File: src/rtl/patgen_core_if.sv
// Signal bundle between the sync generator, the pattern stage and its consumer.
// Signal names match the original port list so existing connections map one-to-one.
interface patgen_core_if #(
  parameter int COLOR_W = 8
);
  logic [1:0]         RESOL;
  logic [1:0]         PATSEL;
  logic               DSP_HSYNC_X;
  logic               DSP_VSYNC_X;
  logic               DSP_preDE;
  logic               PAT_HSYNC_X;
  logic               PAT_VSYNC_X;
  logic               PAT_DE;
  logic [COLOR_W-1:0] PAT_R;
  logic [COLOR_W-1:0] PAT_G;
  logic [COLOR_W-1:0] PAT_B;
  logic [7:0]         FRMCNT;

  modport master (
    output RESOL, PATSEL, DSP_HSYNC_X, DSP_VSYNC_X, DSP_preDE,
    input  PAT_HSYNC_X, PAT_VSYNC_X, PAT_DE, PAT_R, PAT_G, PAT_B, FRMCNT
  );

  modport slave (
    input  RESOL, PATSEL, DSP_HSYNC_X, DSP_VSYNC_X, DSP_preDE,
    output PAT_HSYNC_X, PAT_VSYNC_X, PAT_DE, PAT_R, PAT_G, PAT_B, FRMCNT
  );
endinterface

File: src/rtl/patgen_core.sv
// Test-pattern stage: tracks active-pixel X/Y from syncgen timing and emits
// bars/grid/gradient/bouncing-box RGB with DE/syncs, all one DCLK after input.
module patgen_core #(
  parameter int BOX_SIZE = 64,
  parameter int COLOR_W  = 8
) (
  input  logic          DCLK,
  input  logic          DRST,
  patgen_core_if.slave  pif
);

  localparam logic [1:0]  PAT_BARS = 2'd0;
  localparam logic [1:0]  PAT_GRID = 2'd1;
  localparam logic [1:0]  PAT_GRAD = 2'd2;
  localparam logic [1:0]  PAT_BOX  = 2'd3;
  localparam logic [10:0] PX_MAX   = 11'd2047;
  localparam logic [10:0] BOX      = 11'(BOX_SIZE);

  logic        vs_d, de_d;
  logic [10:0] px, py;
  logic [1:0]  mode;
  logic [10:0] hsize, vsize;
  logic [7:0]  barw;
  logic [10:0] bx, by;
  logic        dirx, diry;   // 0 = right/down, 1 = left/up
  logic [7:0]  frmcnt;

  logic        frame_start, de_fall;
  logic [10:0] new_hsize, new_vsize;
  logic [7:0]  new_barw;
  logic [2:0]  bar_idx;
  logic        grid_on, box_on;
  logic [COLOR_W-1:0] r_n, g_n, b_n;

  assign frame_start = vs_d & ~pif.DSP_VSYNC_X;
  assign de_fall     = de_d & ~pif.DSP_preDE;

  always_comb begin
    new_hsize = 11'd640;
    new_vsize = 11'd480;
    new_barw  = 8'd80;
    case (pif.RESOL)
      2'd1:    begin new_hsize = 11'd800;  new_vsize = 11'd600;  new_barw = 8'd100; end
      2'd2:    begin new_hsize = 11'd1024; new_vsize = 11'd768;  new_barw = 8'd128; end
      2'd3:    begin new_hsize = 11'd1280; new_vsize = 11'd1024; new_barw = 8'd160; end
      default: begin new_hsize = 11'd640;  new_vsize = 11'd480;  new_barw = 8'd80;  end
    endcase
  end

  // Returns {dir, pos}; a position beyond the new limit (resolution shrank) is clamped first.
  function automatic logic [11:0] axis_step(input logic [10:0] pos, input logic dir,
                                            input logic [10:0] size);
    logic [10:0] lim;
    lim = size - BOX;
    if (pos > lim)
      axis_step = {1'b1, lim};
    else if (!dir && pos == lim)
      axis_step = {1'b1, pos - 11'd1};
    else if (dir && pos == 11'd0)
      axis_step = {1'b0, pos + 11'd1};
    else if (dir)
      axis_step = {1'b1, pos - 11'd1};
    else
      axis_step = {1'b0, pos + 11'd1};
  endfunction

  always_comb begin
    bar_idx = 3'd0;
    for (int unsigned k = 1; k <= 7; k++) begin
      if ({1'b0, px} >= 12'(k * barw))
        bar_idx = bar_idx + 3'd1;
    end
    grid_on = (px[5:0] == 6'd0) || (py[5:0] == 6'd0) ||
              (px == hsize - 11'd1) || (py == vsize - 11'd1);
    box_on  = (px >= bx) && ({1'b0, px} < {1'b0, bx} + 12'(BOX_SIZE)) &&
              (py >= by) && ({1'b0, py} < {1'b0, by} + 12'(BOX_SIZE));
    r_n = '0;
    g_n = '0;
    b_n = '0;
    case (mode)
      PAT_BARS: begin
        // white,yellow,cyan,green,magenta,red,blue,black reduces to inverted index bits
        r_n = {COLOR_W{~bar_idx[1]}};
        g_n = {COLOR_W{~bar_idx[2]}};
        b_n = {COLOR_W{~bar_idx[0]}};
      end
      PAT_GRID: begin
        r_n = {COLOR_W{grid_on}};
        g_n = {COLOR_W{grid_on}};
        b_n = {COLOR_W{grid_on}};
      end
      PAT_GRAD: begin
        r_n = COLOR_W'(px[7:0]);
        g_n = COLOR_W'(py[7:0]);
        b_n = COLOR_W'(px[7:0] ^ py[7:0]);
      end
      PAT_BOX: begin
        r_n = {COLOR_W{box_on}};
        g_n = {COLOR_W{box_on}};
        b_n = '1;
      end
      default: begin
        r_n = '0;
        g_n = '0;
        b_n = '0;
      end
    endcase
  end

  always_ff @(posedge DCLK) begin
    if (DRST) begin
      pif.PAT_HSYNC_X <= 1'b1;
      pif.PAT_VSYNC_X <= 1'b1;
      pif.PAT_DE      <= 1'b0;
      pif.PAT_R       <= '0;
      pif.PAT_G       <= '0;
      pif.PAT_B       <= '0;
      vs_d   <= 1'b1;
      de_d   <= 1'b0;
      px     <= '0;
      py     <= '0;
      mode   <= PAT_BARS;
      hsize  <= 11'd640;
      vsize  <= 11'd480;
      barw   <= 8'd80;
      bx     <= '0;
      by     <= '0;
      dirx   <= 1'b0;
      diry   <= 1'b0;
      frmcnt <= '0;
    end else begin
      pif.PAT_HSYNC_X <= pif.DSP_HSYNC_X;
      pif.PAT_VSYNC_X <= pif.DSP_VSYNC_X;
      pif.PAT_DE      <= pif.DSP_preDE;
      pif.PAT_R       <= pif.DSP_preDE ? r_n : '0;
      pif.PAT_G       <= pif.DSP_preDE ? g_n : '0;
      pif.PAT_B       <= pif.DSP_preDE ? b_n : '0;
      vs_d <= pif.DSP_VSYNC_X;
      de_d <= pif.DSP_preDE;

      if (pif.DSP_preDE)
        px <= (px == PX_MAX) ? px : px + 11'd1;
      else
        px <= '0;

      if (frame_start) begin
        py     <= '0;
        mode   <= pif.PATSEL;
        hsize  <= new_hsize;
        vsize  <= new_vsize;
        barw   <= new_barw;
        frmcnt <= frmcnt + 8'd1;
        {dirx, bx} <= axis_step(bx, dirx, new_hsize);
        {diry, by} <= axis_step(by, diry, new_vsize);
      end else if (de_fall && py != PX_MAX) begin
        py <= py + 11'd1;
      end
    end
  end

  assign pif.FRMCNT = frmcnt;

endmodule

File: src/flat_wrapper.sv
// flat-port wrapper written by rule: the top's interface ports become plain ports
module patgen_core_flat 
#(
  parameter int BOX_SIZE = 64,
  parameter int COLOR_W  = 8
)
  (DCLK, DRST, pif_RESOL, pif_PATSEL, pif_DSP_HSYNC_X, pif_DSP_VSYNC_X, pif_DSP_preDE, pif_PAT_HSYNC_X, pif_PAT_VSYNC_X, pif_PAT_DE, pif_PAT_R, pif_PAT_G, pif_PAT_B, pif_FRMCNT);
  patgen_core_if #(.COLOR_W(COLOR_W)) pif_i ();
  input  logic DCLK;
  input  logic DRST;
  input wire logic [$bits(pif_i.RESOL)-1:0] pif_RESOL;
  input wire logic [$bits(pif_i.PATSEL)-1:0] pif_PATSEL;
  input wire logic [$bits(pif_i.DSP_HSYNC_X)-1:0] pif_DSP_HSYNC_X;
  input wire logic [$bits(pif_i.DSP_VSYNC_X)-1:0] pif_DSP_VSYNC_X;
  input wire logic [$bits(pif_i.DSP_preDE)-1:0] pif_DSP_preDE;
  output wire logic [$bits(pif_i.PAT_HSYNC_X)-1:0] pif_PAT_HSYNC_X;
  output wire logic [$bits(pif_i.PAT_VSYNC_X)-1:0] pif_PAT_VSYNC_X;
  output wire logic [$bits(pif_i.PAT_DE)-1:0] pif_PAT_DE;
  output wire logic [$bits(pif_i.PAT_R)-1:0] pif_PAT_R;
  output wire logic [$bits(pif_i.PAT_G)-1:0] pif_PAT_G;
  output wire logic [$bits(pif_i.PAT_B)-1:0] pif_PAT_B;
  output wire logic [$bits(pif_i.FRMCNT)-1:0] pif_FRMCNT;
  assign pif_i.RESOL = pif_RESOL;
  assign pif_i.PATSEL = pif_PATSEL;
  assign pif_i.DSP_HSYNC_X = pif_DSP_HSYNC_X;
  assign pif_i.DSP_VSYNC_X = pif_DSP_VSYNC_X;
  assign pif_i.DSP_preDE = pif_DSP_preDE;
  assign pif_PAT_HSYNC_X = pif_i.PAT_HSYNC_X;
  assign pif_PAT_VSYNC_X = pif_i.PAT_VSYNC_X;
  assign pif_PAT_DE = pif_i.PAT_DE;
  assign pif_PAT_R = pif_i.PAT_R;
  assign pif_PAT_G = pif_i.PAT_G;
  assign pif_PAT_B = pif_i.PAT_B;
  assign pif_FRMCNT = pif_i.FRMCNT;
  patgen_core #(.BOX_SIZE(BOX_SIZE), .COLOR_W(COLOR_W)) u_core (.DCLK(DCLK), .DRST(DRST), .pif(pif_i));
endmodule
File: config.mk
export PLATFORM = sky130hd
export DESIGN_NAME = patgen_core_flat
export DESIGN_NICKNAME = d
export VERILOG_FILES = /design/src/rtl/patgen_core_if.sv /design/src/rtl/patgen_core.sv /design/src/flat_wrapper.sv
export SDC_FILE = /design/constraint.sdc
export NUM_CORES = 1
export LEC_CHECK = 0
export BUFFER_PORTS_ARGS = -buffer_cell sky130_fd_sc_hd__buf_2
export CORE_MARGIN = 5
export CORE_UTILIZATION = 45
export CTS_BUF_LIST = sky130_fd_sc_hd__clkbuf_8
export CTS_CLUSTER_DIAMETER = 200
export DETAILED_ROUTE_END_ITERATION = 6
export GPL_ROUTABILITY_DRIVEN = 0
export PLACE_DENSITY = 0.74
export SETUP_SLACK_MARGIN = 0.5
export SLEW_MARGIN = 15
export SYNTH_ARGS = -nofsm -noshare
export SYNTH_HDL_FRONTEND = slang
export SYNTH_SLANG_ARGS = --single-unit
File: constraint.sdc
create_clock -name DCLK -period 9.2 [get_ports DCLK]
set_input_delay 2.3 -clock DCLK [delete_from_list [all_inputs] [get_ports DCLK]]
set_output_delay 2.3 -clock DCLK [all_outputs]
set_load 0.02 [all_outputs]
==> results.txt, run 1 <==
status: finished, final reports clean
Pwr per Cell Area: 106 nW/um^2
register area share after synthesis: 0.227
Switch Pwr: 0.000294 W
Yosys warning count: 0
count leader, synth: ha_1
DIE AREA: 20600 sq um
WP data required: 9400 ps
Seq cells post-synth: 91
Hold Vio Cnt, Final: 0
Top-Level Pins: 44
simple-gate share of the synthesized area: 0.222
CTS tree: done
CTS Buffer Depth: 2
Setup Fix Bufs, Post-CTS: 0
pin count of the biggest net entering global routing: 38
Post-synth ARST share: 0
critical-path maximum fanout: 10
core area: 17400 sq um
max frequency: 182 MHz
diode count: 0
post-route ant nets: 0
Post-synth EDFFs: 0
layout cells sized above 1: 0.0916
crit path capture type: register
H-Tree Level Count: 3
post-synth net total: 1163
Crit path arrival time: 5700 ps
routed len/inst: 15.9 um
Slew @ Worst Pin: 1080 ps
port bufs: 43
Synth-to-Final Area Change: 7.33%
Final setup viols: 0
synthesized instance count: 1019
Slew Viols, Final: 0
sequential share of power: 0.468
first-pass GRT wire length: 33900 um
DR pass1 iterations: 5
Synth area leader: dfxtp_1
Worst Setup Start Kind: register
pre-CTS setup slack: 3470 ps
drt total wl: 20100 um
# clock sinks: 91
Vias/cell: 5.72
Fin Clk Skew: 14.9 ps
RSZ-0062 raised after global routing: no
period utilization: 0.597
final hold slack: 490 ps
worst vdd ir: 0.0927 mV
Min-Delay Path Depth: 2
setup_tns: 0 ps
multi-input logic area: 5760 sq um
Final #Nets: 1176
TritonCTS buffer count: 9
combinational power share: 0.221
largest family of logic cells by synthesized area: simple AND/OR/NAND/NOR gates
Worst-path clk slew: 100 ps
register area: 1820 sq um
Synth Area in Compound Gates: 0.191
vias in the first global route: 7000
Fillers: 1646
Setup Crit Path Kind: register to register
initial antenna violation count: 0
slew margin rel.: 0.274
minimum clock period: 5500 ps
clock share of power: 0.311
FF-to-FF setup slack: 3700 ps
max cap viols: 0
routed via count: 7224
Final Instance Area: 8600 sq um
Worst R2R Path Depth: 22
all-layer global routing usage: 0.198
Synth area leaders: dfxtp_1 23%, ha_1 20%, a21oi_1 4.7%
Avg Synthesized Cell Area: 7.86 sq um
Detail Placement HPWL: 14800 um
Clock Latency Late Sink: 370 ps
# hold bufs at CTS: 0
post_cts resized: 0
Placed Area: 8400 sq um
DIE WIDTH: 143 um
Synth Area in Adders: 0.215
mux cell area share after synthesis: 0.00656
P_int: 0.000619 W
sw frac: 0.322
Cell variety after synth: 73
die height: 143 um
most instantiated cells after synthesis: 131 x ha_1, 96 x nand2_1, 91 x dfxtp_1, 75 x a21oi_1, 62 x inv_1
worst setup margin: 3700 ps
Hold Path Class: register to register
leakage: 3.85 nW
synthesized cell area: 8010 sq um
Initial Util: 0.462
Row Count: 48
XOR/XNOR share of the synthesized area: 0.0829
top cell type's share of synthesized area: 0.227
number of DRC markers in iteration 0: 500
root buf cell: clkbuf_8
GRT Residual Overflow: 0
top_reg_cell synth: dfxtp_1
Post-route DRC: 0
-- final cells by class --
cell class                 count  area share
multi-input combinational    809       0.670
tap                          225      0.0327
timing repair buffer          51      0.0320
clock inverter                 7     0.00859
clock buffer                   9      0.0144
inverter                      70      0.0306
sequential                    91       0.212
-- power groups by stage --
stage | combinational (W) | sequential, W | clock [W]
2_1_floorplan | 0.000138 | 0.000445 | 0
3_3_place_gp | 0.000196 | 0.000436 | 0
3_5_place_dp | 0.000200 | 0.000436 | 0
4_1_cts | 0.000202 | 0.000427 | 0.000286
5_1_grt | 0.000227 | 0.000430 | 0.000305
6_report | 0.000202 | 0.000427 | 0.000284
-- flip-flops by register name, indices dropped and copies added, names as in the netlist, 2 cells and up --
register / flops
u_core.pif.PAT_B: 8
u_core.py: 11
u_core.by: 11
u_core.mode: 2
u_core.pif.FRMCNT: 8
u_core.px: 11
u_core.vsize: 6
u_core.hsize: 2
u_core.pif.PAT_G: 8
u_core.pif.PAT_R: 8
u_core.bx: 11
-- through the flow --
| stage | total power [W] | util | cells |
|---|---|---|---|
| 4_1_cts | 0.000915 | 0.495 | 1262 |
| 6_report | 0.000913 | 0.495 | 1262 |
| 3_3_place_gp | 0.000632 | 0.484 | 1246 |
| 3_5_place_dp | 0.000636 | 0.484 | 1246 |
| 2_1_floorplan | 0.000583 | - | 1019 |
| 5_1_grt | 0.000962 | 0.495 | 1262 |
-- placed cells by master, fill, tap and decap left out, types with 9 or more instances in the layout --
cell type	n
and3_1	18
o21a_1	15
ha_1	131
nor2b_1	16
o211ai_1	14
nand2_1	96
clkbuf_8	9
nor3_1	38
dfxtp_1	91
nor2_1	60
nor4_1	12
buf_2	43
xor2_1	28
or3_1	13
inv_1	63
nand2b_1	13
a21o_1	9
a31oi_1	9
nand4_1	24
a21oi_1	75
o21ai_0	54
o21ai_1	21
xnor2_1	37
nand3_1	28
-- layer usage --
layer	wire length (um)	global-route usage	vias to the layer above
li1	-	-	3661
met1	9360	0.261	3349
met2	9450	0.334	178
met3	849	0.0303	36
met4	460	0.0634	0
met5	0	0	-
-- worst max-delay path, stage by stage, from the launching register on --
cell and delay, ps:
dfxtp_1 690, inv_1 350, ha_1 430, inv_1 70, ha_1 290, a211o_1 300, o211ai_1 80, o211ai_1 160
o21ai_0 360, o21ai_0 140, ha_1 300, nand2b_1 150, o311ai_2 130, inv_1 90, ha_1 320, xnor2_1 160
mux2i_4 310, inv_2 50, ha_1 190, nand2_1 90, xnor2_2 100, xnor2_2 420, o211ai_1 160
-- worst paths after layout --
check	startpoint	end
setup / recovery	u_core.vsize[7]	u_core.pif.PAT_G[5]
hold / removal	u_core.vsize[10]	u_core.vsize[10]
setup reg to reg	u_core.vsize[7]	u_core.pif.PAT_G[5]
hold reg to reg	u_core.vsize[10]	u_core.vsize[10]
-- cells by family after synthesis --
logic type / count (synthesis)
and+or+nand+nor: 352
xor gates and xnor gates: 70
AOI/OAI and AO/OA: 248
adders and majority gates: 135
buffers and inverters: 119
DFF: 91
muxes: 4
Note: power is estimated with default switching activity, not from simulation.
==> inputs of run 2 (changes only) <==
- PLACE_DENSITY: 0.74 -> 0.76
- clock period: 9.2 -> 4.4 ns (I/O delays scaled with it)
==> run 2 against run 1 <==
Compared with the run above: via count increased by 5.6%; sequential cell count unchanged; sequential share of layout area decreased by 1.3 points; first-iteration DRC count increased by 3.0%; register-to-register slack got worse by 3500 ps; non-clock buffer count increased by 40; the flow now finishes with violations (design-rule violations); global-route usage increased by 1.1 points; highest routed layer unchanged; die area unchanged; final cell count increased by 3.2%; cell area increased by 7.6%.
==> results.txt, run 2 (synthesis results as in run 1) <==
max cap viols: 0 (unchanged)
Top-Level Pins: 44 (unchanged)
failing checks: design-rule violations
Crit path arrival time: 4400 ps (-1300 ps)
DIE AREA: 20600 sq um (unchanged)
period utilization: 0.953 (+0.355)
Clock Latency Late Sink: 370 ps (about the same)
GRT Residual Overflow: 0 (unchanged)
first-pass GRT wire length: 35600 um (+5.1%)
multi-input logic area: 6040 sq um (+4.9%)
CTS tree: done
die height: 143 um (unchanged)
DIE WIDTH: 143 um (unchanged)
diode count: 0 (unchanged)
met2 Use GR: 0.361 (+0.0276)
slew margin rel.: 0.252 (-0.0219)
WP data required: 4600 ps (-4800 ps)
Vias/cell: 5.86 (+2.4%)
met3 GRT Util: 0.0223 (-0.00799)
minimum clock period: 4190 ps (-1300 ps)
root buf cell: clkbuf_8
Hold Path Class: register to register
Final Util: 0.533 (+0.0375)
CTS Buffer Depth: 2 (unchanged)
Hold Vio Cnt, Final: 0 (unchanged)
Fillers: 1575 (-4.3%)
number of DRC markers in iteration 0: 515 (+3.0%)
layout cells sized above 1: 0.160 (+0.0681)
routed len/inst: 16.6 um (+3.8%)
initial antenna violation count: 0 (unchanged)
RSZ-0062 raised after global routing: yes
max frequency: 238 MHz (+31%)
Worst-path clk slew: 110 ps (about the same)
Pwr Total: 0.00204 W (+120%)
Detail Placement HPWL: 15700 um (+6.4%)
Setup Crit Path Kind: register to register
Pwr per Cell Area: 220 nW/um^2 (+110%)
grt met1 use: 0.277 (+0.0157)
post-route ant nets: 0 (unchanged)
crit path capture type: register
Slew @ Worst Pin: 1110 ps (+32.6 ps)
global route hottest layer: met2
core area: 17400 sq um (unchanged)
Post-route DRC: 3 (+3)
vias in the first global route: 7359 (+5.1%)
DR pass1 iterations: 7 (+2)
H-Tree Level Count: 3 (unchanged)
all-layer global routing usage: 0.209 (+0.0107)
Worst Setup Start Kind: register
port bufs: 43 (unchanged)
Slew Viols, Final: 0 (unchanged)
# hold bufs at CTS: 0 (unchanged)
commonest non-fill, non-tap cell in the layout: ha_1
critical-path maximum fanout: 8 (-2)
pin count of the biggest net entering global routing: 37 (-2.6%)
leakage: 4.10 nW (+6.3%)
Final #Nets: 1216 (+3.4%)
routed via count: 7630 (+5.6%)
register area: 1840 sq um (+1.1%)
# clock sinks: 91 (unchanged)
Initial Util: 0.462 (unchanged)
commonest non-fill, non-tap cells in the layout: 118 x ha_1, 95 x nand2_1, 85 x dfxtp_1
Fin Clk Skew: 11.0 ps (-3.88 ps)
drt total wl: 21500 um (+7.1%)
Row Count: 48 (unchanged)
status: finished with violations
final hold slack: 491 ps (+0.683 ps)
worst vdd ir: 0.197 mV (+110%)
TritonCTS buffer count: 9 (unchanged)
Synth-to-Final Area Change: 15.4%
Final setup viols: 0 (unchanged)
-- run 2: per-layer routing --
| layer | vias to the layer above | share of wire | wire length [um] |
|---|---|---|---|
| met5 | - | 0 | 0 |
| met4 | 0 | 0.013 | 278 |
| met3 | 33 | 0.053 | 1140 |
| met2 | 249 | 0.48 | 10300 |
| met1 | 3616 | 0.46 | 9820 |
| li1 | 3732 | - | - |
-- run 2: where the power goes --
group          internal [W]  switching [W]  leakage, nW
Clock              0.000281       0.000361        0.108
Combinational      0.000219       0.000293         3.24
Sequential         0.000857      0.0000266        0.745
-- run 2: path summary, 6_finish.rpt --
| check | start | to | slack, ps | depth (start not counted) |
|---|---|---|---|---|
| worst max-delay path | u_core.hsize[8] | u_core.pif.PAT_G[2] | 210 | 24 |
| worst min-delay path | u_core.dirx | u_core.dirx | 490 | 2 |
| worst max register to register | u_core.hsize[8] | u_core.pif.PAT_G[2] | 210 | 24 |
| worst min register to register | u_core.dirx | u_core.dirx | 490 | 2 |
-- run 2: critical path, stage by stage, from the launching register on --
cell and delay (ps):
dfxtp_4 410, inv_8 50, ha_4 220, a21o_1 220, xor2_2 190, ha_1 290
o211ai_1 90, o211ai_1 110, buf_4 160, o21ai_4 180, nand2_1 70, o21ai_1 80
ha_1 240, nand2b_4 150, o311ai_4 110, inv_2 80, ha_4 270, xnor2_4 130
mux2i_4 160, inv_2 60, ha_4 160, nand2_4 70, xnor2_4 100, xnor2_4 300
o211ai_1 130
-- run 2: what timing repair did --
action | in CTS | in global routing
pin swaps | 25 | 8
setup buffers | 12 | 2
resized for setup | 22 | 15
cloned | 0 | 0
setup endpoints to repair | 24 | 26
-- run 2: through the flow --
stage | TNS (ps) | cell area [sq um] | std cells | worst slack (ps)
floorplan | 0 | 8150 | 1019 | 258
global placement | 0 | 8720 | 1272 | 92.3
detailed placement | -2.87 | 8720 | 1272 | -2.87
CTS | 0 | 9140 | 1300 | 199
global route | 0 | 9250 | 1302 | 10.6
finish | 0 | 9250 | 1302 | 207
-- run 2: area by class of cell --
type | instances | area share
Timing Repair Buffer | 91 | 0.0626
Sequential cell | 91 | 0.199
Clock buffer | 9 | 0.0134
Inverter | 70 | 0.0306
Clock inverter | 7 | 0.0104
Multi-Input combinational cell | 809 | 0.653
Tap cell | 225 | 0.0304
==> inputs of run 3 (changes only) <==
- CORE_MARGIN: 5 -> not set
- CTS_BUF_LIST: sky130_fd_sc_hd__clkbuf_8 -> not set
- GPL_ROUTABILITY_DRIVEN: 0 -> not set
==> run 3 against run 2 <==
Compared with the run above: setup slack gained 22 ps; the flow now finishes without violations; via count fell by 0.25%; largest power group unchanged; critical path depth rose by 1; die area fell by 11%; critical path type unchanged.
==> results.txt, run 3 (synthesis results as in run 1) <==
worst reg2reg path endpoint: u_core.pif.PAT_G[7]
TritonCTS buffer count: 9 (unchanged)
Final GP Congestion: 0.883
register area: 1840 sq um (unchanged)
number of DRC markers in iteration 0: 511 (-0.78%)
max cap viols: 0 (unchanged)
leakage: 4.18 nW (+2.1%)
Critical path buffers and inverters: 5 (+1)
first-pass GRT wire length: 34300 um (-3.5%)
dpl cells: 1272 (unchanged)
Row Count: 48 (unchanged)
Hold Path Class: register to register
commonest non-fill, non-tap cell in the layout: ha_1
sw frac: 0.308 (-0.0259)
H-Tree Level Count: 3 (unchanged)
Min-Delay Path Depth: 2 (unchanged)
Switch Pwr: 0.000680 W (about the same)
P_int: 0.00153 W (+13%)
CP max stage delay: 380 ps (-30 ps)
port bufs: 43 (unchanged)
pin count of the biggest net entering global routing: 37 (unchanged)
Hold Vio Cnt, Final: 0 (unchanged)
WP data required: 4580 ps (-20 ps)
routed len/inst: 16.2 um (-2.0%)
# clock sinks: 91 (unchanged)
Final Instance Area: 9410 sq um (+1.7%)
routed via count: 7611 (-0.25%)
core area: 17400 sq um (unchanged)
Clock Latency Late Sink: 360 ps (about the same)
DIE AREA: 18300 sq um (-11%)
sequential share of power: 0.400 (-0.034)
setup_tns: 0 ps (unchanged)
Detail Placement HPWL: 15200 um (-3.4%)
minimum clock period: 4170 ps (-22.1 ps)
Worst-path clk slew: 70 ps (-40 ps)
Worst Setup Start Kind: register
Vias/cell: 5.81 (-0.86%)
root buf cell: clkbuf_16
Crit path max-delay family: adder cells
layout cells sized above 1: 0.167 (+0.00712)
Placed Area: 8720 sq um (unchanged)
die height: 135 um (-5.6%)
Crit-path slowest cell: dfxtp_4
critical-path maximum fanout: 8 (unchanged)
RR Startpoint: u_core.hsize[8]
DIE WIDTH: 135 um (-5.6%)
Slew @ Worst Pin: 1100 ps (-16.8 ps)
Crit path arrival time: 4350 ps (-50 ps)
Fillers: 1536 (-2.5%)
Worst R2R Path Depth: 25 (+4.2%)
multi-input logic area: 6060 sq um (+0.31%)
Synth-to-Final Area Change: 17.4%
crit path capture type: register
Fin Clk Skew: 7.42 ps (-3.55 ps)
Setup Crit Path Kind: register to register
Top-Level Pins: 44 (unchanged)
Post-route DRC: 0 (-3)
slew margin rel.: 0.269 (+0.0169)
post-route ant nets: 0 (unchanged)
commonest non-fill, non-tap cells in the layout: 118 x ha_1, 95 x nand2_1, 85 x dfxtp_1
GRT Residual Overflow: 0 (unchanged)
max frequency: 240 MHz (+0.53%)
period utilization: 0.948 (-0.00502)
initial antenna violation count: 0 (unchanged)
Final Util: 0.542 (+0.00923)
CTS Buffer Depth: 2 (unchanged)
RSZ-0062 raised after global routing: yes
Pwr Total: 0.00221 W (+8.4%)
Initial Util: 0.462 (unchanged)
DR pass1 iterations: 7 (unchanged)
vias in the first global route: 6994 (-5.0%)
status: finished, final reports clean
clock share of power: 0.366 (+0.051)
worst hold path endpoint: u_core.dirx
combinational power share: 0.234 (-0.017)
FF-to-FF setup slack: 230 ps (+20 ps)
worst vdd ir: 0.260 mV (+32%)
CTS tree: done
drt total wl: 21200 um (-1.4%)
final non-filler cell total: 1310 (+0.61%)
Final #Nets: 1224 (+0.66%)
diode count: 0 (unchanged)
Slew Viols, Final: 0 (unchanged)
all-layer global routing usage: 0.234 (+0.0256)
Pwr per Cell Area: 235 nW/um^2 (+6.6%)
critical hold path startpoint: u_core.dirx
Final setup viols: 0 (unchanged)
[run 3: cell count changes in the layout (fill, tap and decap cells not counted), moves of 4 or more]
cell       change
inv_8          -4
buf_4          +7
clkbuf_16      +9
clkbuf_8       -9
[run 3: repair_timing]
action | 4_1_cts | 5_1_grt
setup endpoints to repair | 24 | 26
hold buffers | 0 | 0
resized for setup | 25 | 12
pin swaps | 22 | 21
buffers inserted | 19 | 3
[run 3: per-stage QoR]
stage / hold WS, ps / setup slack, ps
after floorplan: 444 / 258
after global placement: 466 / 110
after detailed placement: 467 / 32.9
after CTS: 481 / 218
after global routing: 496 / 42.9
final: 478 / 229
[run 3: power groups by stage]
stage	clock (W)	sequential, W	combinational (W)
2_1_floorplan	0	0.000931	0.000305
3_3_place_gp	0	0.000905	0.000445
3_5_place_dp	0	0.000905	0.000455
4_1_cts	0.000816	0.000882	0.000492
5_1_grt	0.000844	0.000887	0.000568
6_report	0.000808	0.000883	0.000516
[run 3: final cells by class]
cell class	count	share of cell area
repair buffers	99	0.0684
clock buffers	10	0.0243
clock inverters	6	0.00785
multi-input cells	809	0.644
inverters	70	0.0295
well taps	225	0.0299
flip-flops and latches	91	0.196
[run 3: worst max-delay path by stage]
stage                    startpoint                   to  slack (ps)  depth (start not counted)
global placement    u_core.hsize[8]  u_core.pif.PAT_G[0]         110                         24
finish              u_core.hsize[8]  u_core.pif.PAT_G[7]         230                         25
floorplan           u_core.vsize[4]  u_core.pif.PAT_G[0]         260                         25
global route        u_core.hsize[8]  u_core.pif.PAT_G[3]          40                         25
detailed placement  u_core.vsize[4]  u_core.pif.PAT_G[2]          30                         25
CTS                 u_core.hsize[8]  u_core.pif.PAT_G[2]         220                         25
[run 3: routing by layer]
metal | wire length [um] | GRT usage | vias to the layer above
li1 | - | - | 3759
met1 | 9780 | 0.305 | 3614
met2 | 9970 | 0.390 | 193
met3 | 969 | 0.0337 | 45
met4 | 520 | 0.0886 | 0
met5 | 0 | 0 | -
[run 3: worst register-to-register path: cells and delay by family (launching register included)]
kind	cells	cell delay (ps)
xor gates and xnor gates	4	550
DFF	1	380
muxes	1	150
and+or+nand+nor	3	290
AOI/OAI and AO/OA	7	980
buffers and inverters	5	600
adders and majority gates	5	1040
